## src/rtl/core_pkg.sv

```systemverilog
// core_pkg: shared fetch FSM state encoding and AXI response codes
package core_pkg;
   typedef enum logic [1:0] {IDLE, AR, R} fetch_state_t;
   localparam logic [1:0] RESP_OKAY = 2'b00;
endpackage

```

## src/rtl/core_sync_fifo.sv

```systemverilog
// core_sync_fifo: power-of-two synchronous FIFO with flush; flush beats push and pop
module core_sync_fifo #(
   parameter int DEPTH = 4,
   parameter int WIDTH = 64
) (
   input  logic             clk,
   input  logic             rst,
   input  logic             flush,
   input  logic             push,
   input  logic [WIDTH-1:0] wdata,
   input  logic             pop,
   output logic [WIDTH-1:0] rdata,
   output logic             empty,
   output logic             full
);
   localparam int AW = $clog2(DEPTH);
   logic [WIDTH-1:0] mem [DEPTH];
   logic [AW-1:0] rd_ptr, wr_ptr;
   logic [AW:0] cnt;
   logic do_push, do_pop;
   assign do_push = push & ~full & ~flush;
   assign do_pop  = pop & ~empty & ~flush;
   assign empty   = cnt == '0;
   assign full    = cnt == (AW+1)'(DEPTH);
   assign rdata   = mem[rd_ptr];
   // storage array; contents need no reset since cnt gates visibility
   always_ff @(posedge clk) begin
      if (do_push) mem[wr_ptr] <= wdata;
   end
   // pointers and occupancy
   always_ff @(posedge clk or posedge rst) begin
      if (rst) begin
         rd_ptr <= '0;
         wr_ptr <= '0;
         cnt    <= '0;
      end else if (flush) begin
         rd_ptr <= '0;
         wr_ptr <= '0;
         cnt    <= '0;
      end else begin
         wr_ptr <= do_push ? wr_ptr + AW'(1) : wr_ptr;
         rd_ptr <= do_pop ? rd_ptr + AW'(1) : rd_ptr;
         cnt    <= cnt + (AW+1)'(do_push) - (AW+1)'(do_pop);
      end
   end
endmodule

```

## src/rtl/core_ifetch_pf.sv

```systemverilog
// core_ifetch_pf: AXI read instruction prefetcher with redirect; IFETCH_RRESP_CHECK_EN enables sticky RRESP error trapping
module core_ifetch_pf
   import core_pkg::*;
#(
   parameter int                    AXI_AWIDTH = 32,
   parameter int                    AXI_DWIDTH = 32,
   parameter int                    DEPTH      = 4,
   parameter logic [AXI_AWIDTH-1:0] RESET_PC   = '0
) (
   input  logic                  CLK,
   input  logic                  RST,
   output logic [AXI_AWIDTH-1:0] AXI_ARADDR,
   output logic                  AXI_ARVALID,
   input  logic                  AXI_ARREADY,
   input  logic [AXI_DWIDTH-1:0] AXI_RDATA,
   input  logic [1:0]            AXI_RRESP,
   input  logic                  AXI_RVALID,
   output logic                  AXI_RREADY,
   input  logic                  REDIRECT,
   input  logic [AXI_AWIDTH-1:0] REDIRECT_PC,
   output logic                  INSTR_VALID,
   input  logic                  INSTR_READY,
   output logic [AXI_DWIDTH-1:0] INSTRUCTION,
   output logic [AXI_AWIDTH-1:0] INSTR_PC,
   output logic                  BUSY,
   output logic                  FETCH_ERR
);
   fetch_state_t state, state_nxt;
   logic [AXI_AWIDTH-1:0] fetch_pc, req_addr;
   logic [AXI_DWIDTH+AXI_AWIDTH-1:0] head;
   logic discard, fifo_empty, fifo_full, ar_hs, r_hs, push, issue, resp_err, fetch_err;
   logic unused_pc_lsb;
   assign unused_pc_lsb = ^REDIRECT_PC[1:0];
   assign ar_hs       = (state == AR) & AXI_ARREADY;
   assign r_hs        = (state == R) & AXI_RVALID;
   assign issue       = ~fifo_full & ~fetch_err & ~REDIRECT;
   assign push        = r_hs & ~discard & ~REDIRECT & ~resp_err;
   assign AXI_ARVALID = state == AR;
   assign AXI_RREADY  = state == R;
   assign BUSY        = state != IDLE;
   assign AXI_ARADDR  = (state == AR) ? req_addr : fetch_pc;
   assign INSTR_VALID = ~fifo_empty;
   assign {INSTRUCTION, INSTR_PC} = head;
   assign FETCH_ERR   = fetch_err;
`ifdef IFETCH_RRESP_CHECK_EN
   assign resp_err = AXI_RRESP != RESP_OKAY;
   // sticky error on a live beat with bad response; only a redirect clears it
   always_ff @(posedge CLK or posedge RST) begin
      if (RST) fetch_err <= 1'b0;
      else if (REDIRECT) fetch_err <= 1'b0;
      else if (r_hs && !discard && resp_err) fetch_err <= 1'b1;
   end
`else
   logic unused_rresp;
   assign unused_rresp = ^AXI_RRESP;
   assign resp_err     = 1'b0;
   assign fetch_err    = 1'b0;
`endif
   // FSM state register
   always_ff @(posedge CLK or posedge RST) begin
      if (RST) state <= IDLE;
      else state <= state_nxt;
   end
   // next state: one read in flight, issue only when a buffer slot is free
   always_comb begin
      state_nxt = state;
      state_nxt = (state == IDLE) ? (issue ? AR : IDLE) :
                  (state == AR)   ? (AXI_ARREADY ? R : AR) :
                                    (AXI_RVALID ? IDLE : R);
   end
   // fetch pointer, in-flight address and discard flag for redirected transactions
   always_ff @(posedge CLK or posedge RST) begin
      if (RST) begin
         fetch_pc <= RESET_PC;
         req_addr <= RESET_PC;
         discard  <= 1'b0;
      end else begin
         if (REDIRECT) fetch_pc <= {REDIRECT_PC[AXI_AWIDTH-1:2], 2'b00};
         else if (ar_hs && !discard) fetch_pc <= fetch_pc + AXI_AWIDTH'(4);
         if (state == IDLE) req_addr <= fetch_pc;
         discard <= r_hs ? 1'b0 : (REDIRECT && state != IDLE) ? 1'b1 : discard;
      end
   end
   core_sync_fifo #(
      .DEPTH(DEPTH),
      .WIDTH(AXI_DWIDTH + AXI_AWIDTH)
   ) u_buf (
      .clk  (CLK),
      .rst  (RST),
      .flush(REDIRECT),
      .push (push),
      .wdata({AXI_RDATA, req_addr}),
      .pop  (INSTR_READY),
      .rdata(head),
      .empty(fifo_empty),
      .full (fifo_full)
   );
endmodule

```

## config.mk

```make
export PLATFORM = sky130hd
export DESIGN_NAME = core_ifetch_pf
export DESIGN_NICKNAME = d
export VERILOG_FILES = /design/src/rtl/core_pkg.sv /design/src/rtl/core_sync_fifo.sv /design/src/rtl/core_ifetch_pf.sv
export SDC_FILE = /design/constraint.sdc
export NUM_CORES = 1
export LEC_CHECK = 0
export ABC_AREA = 1
export ABC_CLOCK_PERIOD_IN_PS = 4400
export CAP_MARGIN = 10
export CELL_PAD_IN_SITES_DETAIL_PLACEMENT = 1
export CELL_PAD_IN_SITES_GLOBAL_PLACEMENT = 2
export CORE_UTILIZATION = 34
export CTS_BUF_LIST = sky130_fd_sc_hd__clkbuf_4 sky130_fd_sc_hd__clkbuf_8
export DETAILED_ROUTE_END_ITERATION = 8
export GPL_ROUTABILITY_DRIVEN = 0
export GPL_TIMING_DRIVEN = 0
export PLACE_DENSITY = 0.88
export RECOVER_POWER = 100
export REMOVE_ABC_BUFFERS = 1
export SLEW_MARGIN = 15
export SYNTH_ARGS = -nofsm -noshare
export SYNTH_HDL_FRONTEND = slang
export SYNTH_SLANG_ARGS = --single-unit
```

## constraint.sdc

```tcl
create_clock -name CLK -period 4.4 [get_ports CLK]
set_clock_uncertainty 0.15 [all_clocks]
set_input_delay 1.32 -clock CLK [delete_from_list [all_inputs] [get_ports CLK]]
set_output_delay 1.32 -clock CLK [all_outputs]
set_load 0.05 [all_outputs]
```

Word-level counts from Yosys, hierarchy flattened
Memory sizes are Yosys's and may differ from the RTL's.
Index checks and enable logic that the tools add are counted.

word-level totals
  register bits after elaboration = 74
  memory bits (writable) = 256
  input port bits = 72
  output and inout port bits = 101
  logic and storage cells = 56
  memories = 1

operators by class
  $add $sub $neg = 5
  equality and inequality tests = 3
  muxes and demuxes = 17
  bitwise gates (word level) = 13
  reduce and logical (&&, ||, !) cells = 10

memory list
  memory     depth  bits a word  read ports  clocked after Yosys merged registers in  write ports  RTL line              RTL
  u_buf.mem  4      64           1           0                                        1            core_sync_fifo.sv:17  logic [WIDTH-1:0] mem [DEPTH];

operators by type and width
  operator                 count
  $mux W32                 3
  $add A32 B3 Y32 const B  1
  $mux W2                  8
  $reduce_bool A2 Y1       5
  $and A1 B1 Y1            9
  $mux W1                  5
  $add A2 B1 Y2 const B    2
  $not A1 Y1               4
  $add A3 B1 Y3            1
  $eq A3 B3 Y1 const B     1
  $logic_not A3 Y1         1
  $mux W3                  1
  $sub A3 B1 Y3            1
  $eq A2 B1 Y1 const B     1
  $eq A2 B2 Y1 const B     1
  $logic_and A1 B1 Y1      2
  $logic_not A2 Y1         1
  $logic_not A1 Y1         1

Depth between registers and ports, before layout
  depth after elaboration = 9
  gate-level depth with buffers = 11
  gate-level depth less buffers = 11

Hierarchy
From an unflattened synthesis, not the netlist that was laid out.

unflattened totals
  cell total of the unflattened synthesis = 1281
  area total of the unflattened synthesis = 13903.3 µm²

modules (own cells, without submodules)
  module          instances  cells an instance  area each (µm²)  sequential area each (µm²)
  core_sync_fifo  1          682                10005.8          7862.5
  core_ifetch_pf  1          599                3897.5           1576.5

Worst setup path before layout
OpenSTA, ideal clock, no wires.

  kind = input-to-reg
  start point = input REDIRECT
  end point = memory u_buf.mem[0][10] (enable)
  setup time = 0.482 ns
  arrival = 4.535 ns
  data required time = 3.768 ns
  path slack = -0.767 ns
  cell stages on the path = 6
  path buffers = 1
  path through = buf_2 inv_1 nand2_1 nor3_2 inv_2 nor2_1

between the ends
  longest elaborated chain between the ends = 6

ends and longest elaborated chain
  element                            RTL line                                    RTL
  start: declaration                 core_ifetch_pf.sv:19                        input logic REDIRECT,
  $not A1 Y1 (*)                     core_sync_fifo.sv:21, core_ifetch_pf.sv:37
  $and A1 B1 Y1                      core_ifetch_pf.sv:37                        assign push = r_hs & ~discard & ~REDIRECT & ~resp_err;
  $and A1 B1 Y1                      core_sync_fifo.sv:21                        assign do_push = push & ~full & ~flush;
  $and A1 B1 Y1 (*)                  core_sync_fifo.sv:21
  $mux W1 (*)                        core_sync_fifo.sv:28                        if (do_push) mem[wr_ptr] <= wdata;
  $mux W1 (not written as such) (*)  core_sync_fifo.sv:28
  end: declaration                   core_sync_fifo.sv:17

Mark *: on every way between the ends. The rest lies on a longest branch, timed or not.

Final worst setup path
  start point = register u_buf.rd_ptr[1]
  end point = output INSTRUCTION[21]

between the ends
  longest elaborated chain between the ends = 1

ends and longest elaborated chain
  element                   RTL line              RTL
  start: declaration        core_sync_fifo.sv:18  logic [AW-1:0] rd_ptr, wr_ptr;
  start signal: assignment  core_sync_fifo.sv:42  rd_ptr <= do_pop ? rd_ptr + AW'(1) : rd_ptr;
  $mem_v2 Z4 W64            --
  end: declaration          core_ifetch_pf.sv:23  output logic [AXI_DWIDTH-1:0] INSTRUCTION,

No other way between the ends.

==> flow_summary.yaml <==
power:
  clock_power_share_pct: 25.2
  leakagePower_nw: 6.170
  switching_share_pct: 41.05
  power_mw: 9.805
  netSwitchingPower_mw: 4.025
  seq_power_share_pct: 39.8
  power_density_nw_per_um2: 595.2
  irDropWorstVdd_mv: 0.4208
  pwr-share-comb_pct: 35.0
  internal-power_mw: 5.780
worst_setup_path:
  rrSetupSlack_ns: 1.24
  crit_type: "reg2out"
  cp-end-kind: "primary output"
  r2r-start: "state[1]$_DFF_PP0_"
  cp_cell_sequence: "buf_16, clkinv_4, buf_12, o21ai_0, o22ai_1, dlygate4sd2_1"
  cpPeakStageDelay_ns: 0.57
  r2r_cells: 9
  critPathRequiredTime_ns: 2.93
  cp-startpoint: "u_buf.rd_ptr[1]$_DFFE_PP0P_"
  crit_fanout: 55
  rr_endpoint: "u_buf.mem[1][46]$_DFFE_PP_"
  cp-start-kind: "flop"
  cp.arrival_ns: 2.84
  critical_path.n_buffers_inverters: 4
  crit_slowest_cell: "dfrtp_4"
  crit_family: "buffers and inverters"
worst_hold_path:
  hold_start: "req_addr[27]$_DFFE_PP0P_"
  min_path_type: "reg2reg"
  min_path_cells: 0
  min_to: "u_buf.mem[3][27]$_DFFE_PP_"
detailed_routing:
  firstDrtPassIters: 4
  route.detailed.drc: 0
  detail_route.wl_per_cell_um: 19.80
  via_per_inst: 4.986
  drt-total-wl_mm: 38.47
  first_iter_violations: 392
  via_count: 9688
  antenna_left: 0
grt:
  grt_pass1_vias: 10292
  grt_max_degree: 78
  grt_pass1_wl_mm: 57.30
  grt_overflow: 0
  grt_antenna_before_repair: 3
  grt_usage_pct: 19.23
cts:
  path_clk_slew_ns: 0.06
  hold_buffers: 0
  htree_levels: 2
  clk_latency_ns: 0.62
  clockRootBuffer: "clkbuf_8"
  cts.path.max_buffers: 3
  clock_sinks: 318
  cts_buffers: 53
  cts_tree: "done"
sta:
  setup_violations: 0
  period_minus_slack_ns: 4.308
  tightestPinTransition_ns: 1.491
  slew_headroom_pct: 0.5993
  period_share_pct: 97.91
  timing.final.hold_violations: 0
  worst_slack_ns: 0.09204
  fmax_mhz: 232.1
  maxSlewViolCount: 0
finish:
  area_delta_synth_final_pct: 24.18
  final_common_cell: "edfxtp_1"
  num-fill-cells: 4244
  final_cell_mix: "248 x edfxtp_1, 196 x nor2_1, 195 x o21ai_0"
  fin_nets: 1468
  drive_gt1_share_pct: 11.69
synthesis:
  yosys-top-cells-area: "edfxtp_1 56%, dfrtp_1 13%, o21ai_0 7.2%, nor2_1 5.7%, nand2_1 5.5%"
  synth_area_um2: 13270
  seq_area_frac_synth_pct: 69.35
  ys_types: 33
  yosys_warnings: 0
  ys_seq_elements: 318
  syn_inst: 1211
  synth_top_cell_area_share_pct: 56.14
  synth_top_cell_by_area: "edfxtp_1"
  avgSynthCellArea_um2: 10.95
floorplanning:
  initial_utilization_pct: 34.89
  rows: 71
  die_h_um: 199.5
  dieArea_um2: 39810
  io_pins: 173
  core_area_um2: 38020
  die_w_um: 199.5
flow_run:
  cap_violations: 1
run_status:
  violations: "max-capacitance violations"
  outcome: "finished with violations"
place:
  port_buffers: 163
  post-place-ws_ns: -1.440
  hpwl_mm: 24.77
==> worst register-to-register path, stage by stage (launching register included) <==
cell and delay (ns):
dfrtp_1 0.44, inv_1 0.12, nor2_2 0.14, nand2_1 0.08
nor3_1 0.40, inv_1 0.28, nor2_4 0.46, buf_16 0.23
buf_12 0.19, buf_6 0.31
==> how the worst max path moves through the flow <==
stage | endpoint | slack (ns) | cells past startpoint
4_1_cts | INSTR_PC[28] | 0.0007 | 6
6_report | INSTRUCTION[21] | 0.09 | 6
3_3_place_gp | INSTR_PC[29] | -6.64 | 4
3_5_place_dp | u_buf.mem[1][44]$_DFFE_PP_ | -1.44 | 9
5_1_grt | INSTRUCTION[21] | -0.0008 | 6
2_1_floorplan | INSTRUCTION[0] | -2.30 | 3
==> cell families (layout without fill, tap and decap cells) <==
| group | Yosys count | in the layout | synth area share (%) |
|---|---|---|---|
| AO/OA/AOI/OAI | 282 | 282 | 11.39 |
| adder cells (fa/ha/maj) | 8 | 8 | 0.8111 |
| flip-flops | 318 | 318 | 69.35 |
| buffers and inverters | 148 | 362 | 4.490 |
| other | 1 | 8 | 0.02827 |
| AND/OR/NAND/NOR | 444 | 444 | 13.27 |
| XOR/XNOR | 10 | 10 | 0.6603 |
==> sequential cells by signal, summed over array words and instances, names as in the netlist <==
register / cells
u_buf.rd_ptr: 2
req_addr: 30
state: 2
discard: 1
fetch_pc: 30
u_buf.cnt: 3
u_buf.mem: 248
u_buf.wr_ptr: 2
==> cells in the mapped netlist (all sizes together) <==
| library cell | number |
|---|---|
| o22ai | 63 |
| xor2 | 3 |
| o21bai | 4 |
| dfrtp | 70 |
| a31oi | 1 |
| nor2 | 205 |
| nand3 | 41 |
| conb | 1 |
| nor3 | 2 |
| inv | 77 |
| xnor2 | 7 |
| a21oi | 15 |
| ha | 7 |
| edfxtp | 248 |
| clkinv | 2 |
| a211oi | 1 |
| fa | 1 |
| o21ai | 195 |
| clkbuf | 48 |
| nand4 | 1 |
| nand2 | 195 |
| buf | 21 |
| o211ai | 3 |
==> metrics by stage <==
step                      hold slack [ns]  setup TNS [ns]  util (%)  instances  cell area (um2)
after floorplan                    0.3260         -409.41         -       1146            12980
after global placement             0.3359        -1837.74     40.11       1820            15250
after detailed placement           0.3494         -300.15     41.46       1839            15760
after CTS                          0.3628               0     44.09       1939            16760
after global routing               0.3751       -0.001193     43.33       1943            16470
final                              0.3624               0     43.33       1943            16470
==> routing by layer <==
| metal | vias up | part of all wire [%] | routed length, um | global-route usage [%] |
|---|---|---|---|---|
| met5 | - | 0 | 0 | 0 |
| met4 | 0 | 2.9 | 1126 | 7.379 |
| met3 | 76 | 5.1 | 1961 | 3.932 |
| met2 | 210 | 50 | 19290 | 34.18 |
| met1 | 4852 | 42 | 16100 | 22.67 |
| li1 | 4550 | - | - | - |
==> what timing repair did <==
item,4_1_cts,5_1_grt
pin swaps,0,0
resized for setup,119,68
setup endpoints to repair,330,50
cloned,1,1
buffers inserted,3,0
==> cell type report <==
cell class / instances / area (um2) / area share (%)
Clock buffer: 74 / 899.6 / 5.461
Tap cell: 511 / 639.4 / 3.881
Timing Repair Buffer: 186 / 1807 / 10.97
Clock inverter: 22 / 93.84 / 0.5696
Sequential cell: 318 / 9206 / 55.89
Timing Repair inverter: 1 / 5.005 / 0.03038
Antenna cell: 3 / 7.507 / 0.04557
Multi-Input combinational cell: 749 / 3498 / 21.24
Inverter: 79 / 316.6 / 1.922
==> power groups by stage <==
stage	sequential (mW)	combinational, mW	clock [mW]
3_3_place_gp	4.06	3.41	0
6_report	3.90	3.44	2.47
3_5_place_dp	4.01	3.60	0
2_1_floorplan	3.93	2.25	0
4_1_cts	3.90	3.55	2.56
5_1_grt	3.94	3.70	2.66
(Power assumes the default switching activity.)
